[src/rtl/gpio_ahbl_cmd_arbiter.sv]
// gpio_ahbl_cmd_arbiter: shares one AHB-Lite master port between two
// req/ack command sources. Round-robin grant, single transfers only.
//
// state  | meaning
// -------+--------------------------------------------------------------
// IDLE   | sample REQ0/REQ1, grant, latch command, alignment check
// ADDR   | NONSEQ address phase, held while HREADY=0
// DATA   | data phase (HTRANS=IDLE), wait for HREADY, capture response
// RESP   | one-cycle ACK to the granted requester, REQ ignored
module gpio_ahbl_cmd_arbiter (
  input  logic        HCLK,
  input  logic        HRESET,
  input  logic        REQ0,
  input  logic        REQ1,
  input  logic        WR0,
  input  logic        WR1,
  input  logic [31:0] ADDR0,
  input  logic [31:0] ADDR1,
  input  logic [2:0]  SIZE0,
  input  logic [2:0]  SIZE1,
  input  logic [31:0] WDATA0,
  input  logic [31:0] WDATA1,
  output logic        ACK0,
  output logic        ACK1,
  output logic [31:0] RDATA,
  output logic        ERR,
  output logic        BUSY,
  output logic [31:0] HADDR,
  output logic [1:0]  HTRANS,
  output logic        HWRITE,
  output logic [2:0]  HSIZE,
  output logic [31:0] HWDATA,
  output logic [2:0]  HBURST,
  output logic [3:0]  HPROT,
  output logic        HMASTLOCK,
  input  logic [31:0] HRDATA,
  input  logic        HREADY,
  input  logic        HRESP
);

  typedef enum logic [1:0] {S_IDLE, S_ADDR, S_DATA, S_RESP} state_t;

  localparam logic [1:0] TR_IDLE   = 2'b00;
  localparam logic [1:0] TR_NONSEQ = 2'b10;

  state_t      state_q, state_d;
  logic        last_q, last_d;
  logic        gnt_q, gnt_d;
  logic        wr_q, wr_d;
  logic [31:0] wdata_q, wdata_d;
  logic [31:0] haddr_q, haddr_d;
  logic [1:0]  htrans_q, htrans_d;
  logic        hwrite_q, hwrite_d;
  logic [2:0]  hsize_q, hsize_d;
  logic [31:0] hwdata_q, hwdata_d;
  logic [31:0] rdata_q, rdata_d;
  logic        err_q, err_d;
  logic        ack0_q, ack0_d;
  logic        ack1_q, ack1_d;
  logic        busy_q, busy_d;

  logic        sel;
  logic        sel_wr;
  logic [31:0] sel_addr;
  logic [2:0]  sel_size;
  logic [31:0] sel_wdata;
  logic        sel_bad;

  // Round-robin pick between the requesters and alignment check of the winner.
  always_comb begin
    sel = 1'b0;
    if (REQ0 && REQ1) sel = ~last_q;
    else if (REQ1)    sel = 1'b1;
    sel_wr    = sel ? WR1    : WR0;
    sel_addr  = sel ? ADDR1  : ADDR0;
    sel_size  = sel ? SIZE1  : SIZE0;
    sel_wdata = sel ? WDATA1 : WDATA0;
    sel_bad   = (sel_size > 3'b010) ||
                ((sel_size == 3'b001) && sel_addr[0]) ||
                ((sel_size == 3'b010) && (sel_addr[1:0] != 2'b00));
  end

  // Next-state and registered-output computation for the command sequencer.
  always_comb begin
    state_d  = state_q;
    last_d   = last_q;
    gnt_d    = gnt_q;
    wr_d     = wr_q;
    wdata_d  = wdata_q;
    haddr_d  = haddr_q;
    htrans_d = htrans_q;
    hwrite_d = hwrite_q;
    hsize_d  = hsize_q;
    hwdata_d = hwdata_q;
    rdata_d  = rdata_q;
    err_d    = err_q;
    ack0_d   = 1'b0;
    ack1_d   = 1'b0;

    case (state_q)
      S_IDLE: begin
        if (REQ0 || REQ1) begin
          gnt_d    = sel;
          last_d   = sel;
          wr_d     = sel_wr;
          wdata_d  = sel_wdata;
          haddr_d  = sel_addr;
          hwrite_d = sel_wr;
          hsize_d  = sel_size;
          if (sel_bad) begin
            // Rejected locally: complete with error, bus stays idle.
            state_d = S_RESP;
            err_d   = 1'b1;
            ack0_d  = ~sel;
            ack1_d  = sel;
          end else begin
            state_d  = S_ADDR;
            htrans_d = TR_NONSEQ;
          end
        end
      end
      S_ADDR: begin
        if (HREADY) begin
          state_d  = S_DATA;
          htrans_d = TR_IDLE;
          if (wr_q) hwdata_d = wdata_q;
        end
      end
      S_DATA: begin
        if (HREADY) begin
          state_d = S_RESP;
          if (!wr_q) rdata_d = HRDATA;
          err_d  = HRESP;
          ack0_d = ~gnt_q;
          ack1_d = gnt_q;
        end
      end
      default: begin
        state_d = S_IDLE;
      end
    endcase

    busy_d = (state_d != S_IDLE);
  end

  // State and output registers; reset abandons any transfer in flight.
  always_ff @(posedge HCLK or posedge HRESET) begin
    if (HRESET) begin
      state_q  <= S_IDLE;
      last_q   <= 1'b1;
      gnt_q    <= 1'b0;
      wr_q     <= 1'b0;
      wdata_q  <= 32'h0;
      haddr_q  <= 32'h0;
      htrans_q <= TR_IDLE;
      hwrite_q <= 1'b0;
      hsize_q  <= 3'b000;
      hwdata_q <= 32'h0;
      rdata_q  <= 32'h0;
      err_q    <= 1'b0;
      ack0_q   <= 1'b0;
      ack1_q   <= 1'b0;
      busy_q   <= 1'b0;
    end else begin
      state_q  <= state_d;
      last_q   <= last_d;
      gnt_q    <= gnt_d;
      wr_q     <= wr_d;
      wdata_q  <= wdata_d;
      haddr_q  <= haddr_d;
      htrans_q <= htrans_d;
      hwrite_q <= hwrite_d;
      hsize_q  <= hsize_d;
      hwdata_q <= hwdata_d;
      rdata_q  <= rdata_d;
      err_q    <= err_d;
      ack0_q   <= ack0_d;
      ack1_q   <= ack1_d;
      busy_q   <= busy_d;
    end
  end

  assign ACK0      = ack0_q;
  assign ACK1      = ack1_q;
  assign RDATA     = rdata_q;
  assign ERR       = err_q;
  assign BUSY      = busy_q;
  assign HADDR     = haddr_q;
  assign HTRANS    = htrans_q;
  assign HWRITE    = hwrite_q;
  assign HSIZE     = hsize_q;
  assign HWDATA    = hwdata_q;
  assign HBURST    = 3'b000;
  assign HPROT     = 4'b0011;
  assign HMASTLOCK = 1'b0;

endmodule

[config.mk]
export PLATFORM = sky130hd
export DESIGN_NAME = gpio_ahbl_cmd_arbiter
export DESIGN_NICKNAME = d
export VERILOG_FILES = /design/src/rtl/gpio_ahbl_cmd_arbiter.sv
export SDC_FILE = /design/constraint.sdc
export NUM_CORES = 1
export LEC_CHECK = 0
export CORE_UTILIZATION = 45
export CTS_CLUSTER_SIZE = 30
export DETAILED_ROUTE_END_ITERATION = 8
export MAX_ROUTING_LAYER = met4
export PLACE_DENSITY = 0.91
export SYNTH_ARGS = -nofsm -noshare
export SYNTH_HDL_FRONTEND = slang
export SYNTH_SLANG_ARGS = --single-unit
export TNS_END_PERCENT = 30
[constraint.sdc]
create_clock -name HCLK -period 7.8 [get_ports HCLK]
set_clock_uncertainty 0.05 [all_clocks]
set_input_delay 1.17 -clock HCLK [delete_from_list [all_inputs] [get_ports HCLK]]
set_output_delay 1.17 -clock HCLK [all_outputs]
set_load 0.01 [all_outputs]
# [Yosys cells after proc, flatten, opt, wreduce, memory -nomap -nowiden]
# Index checks and enable logic that the tools add are counted.
[totals] out_inout_bits=114 in_bits=174 register_bits=142 wordCells=71
[op_classes] bitwise_logic=4 magnitude_cmp=1 reduce_logical=16 n_eq_ne=9 muxes=27
[op_table] cell="$mux 32" count=2
[op_table] cell="$mux 2" count=7
[op_table] cell="$mux 1" count=12
[op_table] cell="$ne 2x2->1 const B" count=5
[op_table] cell="$reduce_and 4->1" count=2
[op_table] cell="$reduce_bool 2->1" count=4
[op_table] cell="$pmux 1 s2" count=3
[op_table] cell="$pmux 2 s3" count=1
[op_table] cell="$reduce_and 3->1" count=2
[op_table] cell="$not 1->1" count=4
[op_table] cell="$pmux 2 s2" count=1
[op_table] cell="$eq 3x1->1 const B" count=1
[op_table] cell="$eq 3x2->1 const B" count=1
[op_table] cell="$gt 3x2->1 const B" count=1
[op_table] cell="$logic_and 1x1->1" count=3
[op_table] cell="$logic_or 1x1->1" count=3
[op_table] cell="$mux 3" count=1
[op_table] cell="$eq 2x1->1 const B" count=1
[op_table] cell="$eq 2x2->1 const B" count=1
[op_table] cell="$logic_not 2->1" count=1
[op_table] cell="$reduce_and 2->1" count=1

# [Depth between registers and ports, before layout]
[logic_depth] depth_word=11 mapped_depth=7 depth_no_buf=4

# [Worst setup path after synthesis]
# Ideal clock, no wire load.
[synth_path] path_kind="input-to-reg" start="input REQ1" end="register haddr_q[0], in the netlist HADDR[0]" setup_slack_ns=5.713 path_stages=5 n_path_buf=2 arrival_ns=1.904 setup_time_ns=0.132 t_required_ns=7.618 path_cell_list="a21boi_1 > buf_4 > buf_6 > mux2i_1 > o21ai_1"
[synth_via] elab_chain_cells=3 word_cells_on_any_way=6 classes_between="mux (3); reduce/logical (3)"
[synth_lines] element="start, declared" line_no="14" rtl="input logic REQ1,"
[synth_lines] element="$mux 1 / $logic_and 1x1->1 (equally long branches)" line_no="73, 72"
[synth_lines] element="$mux 1" line_no="72" rtl="if (REQ0 && REQ1) sel = ~last_q;"
[synth_lines] element="$mux 32" line_no="75" rtl="sel_addr = sel ? ADDR1 : ADDR0;"
[synth_lines] element="end signal, assigned" line_no="170" rtl="haddr_q <= haddr_d;"
[synth_lines] element="end, declared" line_no="51" rtl="logic [31:0] haddr_q, haddr_d;"
# Parallel ways exist; a longest one is shown, timed or not.
# A chain may end at the register's enable or synchronous reset.

# [Final worst setup path]
[layout_path] start="input REQ1" end="register state_q[1]"
[layout_via] elab_chain_cells=10 word_cells_on_any_way=17 classes_between="order compare (1); eq/ne (2); mux (7); reduce/logical (7)"
[layout_lines] element="parallel branches: the longest is 8 deep, another holds $gt 3x2->1"
[layout_lines] element="$mux 2 *" line_no="102" rtl="if (REQ0 || REQ1) begin"
[layout_lines] element="$pmux 2 s3 *" line_no="100" rtl="case (state_q)"
[layout_lines] element="via state_d[1]" line_no="46" rtl="state_t state_q, state_d;"
[layout_lines] element="end signal, assigned" line_no="165" rtl="state_q <= state_d;"
[layout_lines] element="end, declared" line_no="46"
# Mark *: on every way through the listed nets, which the timed path passes.

==> run metrics <==
Pint 0.00253 W; slew of the pin with the lowest slew margin 1040 ps; grt total ovfl 0; #FFs+latches synth 141; CP max stage delay 870 ps; CTS tree built; DRC viols 0; RSZ-0062 raised after global routing false; CP delay by family, top compound AO/OA/AOI/OAI gates; Worst Setup Start Kind primary input; Flop pwr share 36.1%; Root Buffer clkbuf_16; Worst EP arrival 3990 ps; RR Startpoint last_q; # Max-Cap Violations 0; DR pass1 iterations 4; Leak 4.37 nW; met1 WL 6320 um; met3 WL post-DR 1040 um; antenna diode count 0; vias per inst 5.01; Die Wd 121 um; WL per Instance 17.4 um; core region area 13800 um^2; Detailed Place HPWL 12100 um; critical-path cell list clkdlybuf4s50_1, a21boi_4, buf_4, a21oi_2, o311ai_1; sw power 0.00115 W; sequential-to-total area share from yosys stat 55.6%; CP max FO 49; Warnings, synthesis 0; min Tclk post-route 3740 ps; setup_tns 0 ps; post-synthesis cell type count 38; met2 WL post-DR 8870 um; Critical Path End Type register; CTS Hold Bufs 0; slowest CP cell a21boi_4; vias in the first global route 4976; via count 4759; Placed Instances 919; nets@finish 932; min-delay src gnt_q; Peak Freq 0.267 GHz; Mapped Avg Cell Area 13.0 um^2; post-synth design cell area 6350 um^2; WHS 413 ps; Setup-failing EPs final 0; detailed-route wire length 16500 um; Rows 43; CP Buf/Inv Count 2; CTS clk-pin slew, worst paths 50 ps; gpl congestion 0.793; ANT nets after route 0; area grow syn2layout 53.0%; data required time of the worst path 8050 ps; worst hold path type register to register; final count of pins violating max slew 0; Sw Share 31.2%; Post-CTS Setup Bufs 0; Slew HR 30.8%; # IOs 288; WS Path Type primary input to register; initial antenna violation count 0; Die Ht 121 um; Starting Density 46.0%; Mapped Cells 490; final cell count without fillers 950; first-pass GRT wire length 25400 um; Top Layer Used met4; Max IR drop VDD 0.170 mV; clock buffer depth 2; Die Area 14600 um^2; status completed; largest net degree at the start of global routing 81; layout cells sized above 1 14.2%; Worst-Skew Late Latency 420 ps; clock share of power 21.7%; total CTS buffers 17; CP Launch Point REQ1; CTS Sinks 141; fin crit share 48.0%; htree depth 4; Port Buffer Count 278; combinational power share 42.2%; PostCTS Resize Cnt 0; PD cells 378 nW/um^2; DRC marker count from the first detailed-route iteration 246; Fin. Hold Viols 0; gr usage total 23.9%
worst paths after layout:
kind                            slack, ps  cells past startpoint          to
worst min-delay path                  410                      1        ACK0
worst max-delay path                 4060                      5  state_q[1]
worst min register to register        410                      1        ACK0
max in group asynchronous            5130                      3    RDATA[5]
min in group asynchronous            1160                      2    RDATA[6]
worst max register to register       5110                      4  state_q[1]
synth_stat cells, drive strengths merged:
library cell / count / share of area [%]
o311ai: 1 / 0.14
o22ai: 1 / 0.099
a21oi: 4 / 0.37
nand2b: 2 / 0.20
nand2: 69 / 4.1
o31ai: 1 / 0.12
o21ai: 73 / 5.8
o32ai: 1 / 0.14
nor4: 1 / 0.099
inv: 3 / 0.18
mux2i: 68 / 11
nor2b: 1 / 0.099
a22o: 1 / 0.14
clkbuf: 10 / 0.59
buf: 30 / 4.3
a21boi: 1 / 0.12
conb: 2 / 0.12
mux2: 64 / 15
nor2: 5 / 0.59
dfstp: 1 / 0.41
nand4b: 1 / 0.37
dfrtp: 140 / 55
o21bai: 1 / 0.12
a211oi: 2 / 0.32
nand3b: 2 / 0.43
a31oi: 1 / 0.099
a32o: 1 / 0.16
nor3: 3 / 0.24
power groups by stage:
stage               sequential [W]  clock [W]  combinational, W
finish                     0.00133   0.000799           0.00155
global route               0.00136   0.000844           0.00167
CTS                        0.00133   0.000811           0.00157
detailed placement         0.00133          0           0.00156
floorplan                  0.00140          0          0.000708
global placement           0.00130          0           0.00152
logic make-up after synthesis:
family | Yosys count | share of synthesized area (%)
other | 2 | 0.118
multiplexers | 132 | 25.6
AND/OR/NAND/NOR | 84 | 6.10
buffers and inverters | 43 | 5.06
AO/OA/AOI/OAI | 88 | 7.56
flip-flops | 141 | 55.6
registers in the layout, summed over array words and instances (netlist names), 2 cells and up:
signal   cells
HADDR       32
HSIZE        3
HWDATA      32
RDATA       32
state_q      2
wdata_q     32
through the flow:
step | setup slack (ps) | util, % | total power [W] | cell area (um^2)
after floorplan | 2800 | - | 0.00211 | 6380
after global placement | 3770 | 66.1 | 0.00281 | 9140
after detailed placement | 3620 | 66.1 | 0.00289 | 9140
after CTS | 4050 | 70.3 | 0.00371 | 9720
after global routing | 3850 | 70.3 | 0.00387 | 9720
final | 4060 | 70.3 | 0.00368 | 9720
layout by cell type (no fill, tap or decap), drive strengths merged, types with 3 or more instances in the layout:
master         synthesis  layout
a21oi                  4       4
dfrtp                140     140
nor3                   3       3
mux2i                 68      68
mux2                  64      64
bufinv                 0       3
inv                    3       3
buf                   30       4
clkinv                 0       8
conb                   2       9
o21ai                 73      73
clkdlybuf4s50          0     278
nor2                   5       5
nand2                 69      69
clkbuf                10      18
final cells by class:
type / count / area [um^2]
tap: 180 / 225
timing repair buffer: 282 / 2810
multi-input combinational: 313 / 2550
sequential: 141 / 3530
clock inverter: 13 / 149
inverter: 3 / 16.3
fill: 949 / 4100
clock buffer: 18 / 439
layer usage:
layer / vias to the layer above / global-route usage, %
met1: 2297 / 24.9
met4: 0 / 7.41
met5: - / -
li1: 2227 / -
met3: 22 / 6.37
met2: 213 / 43.6
(Power assumes the default switching activity.)
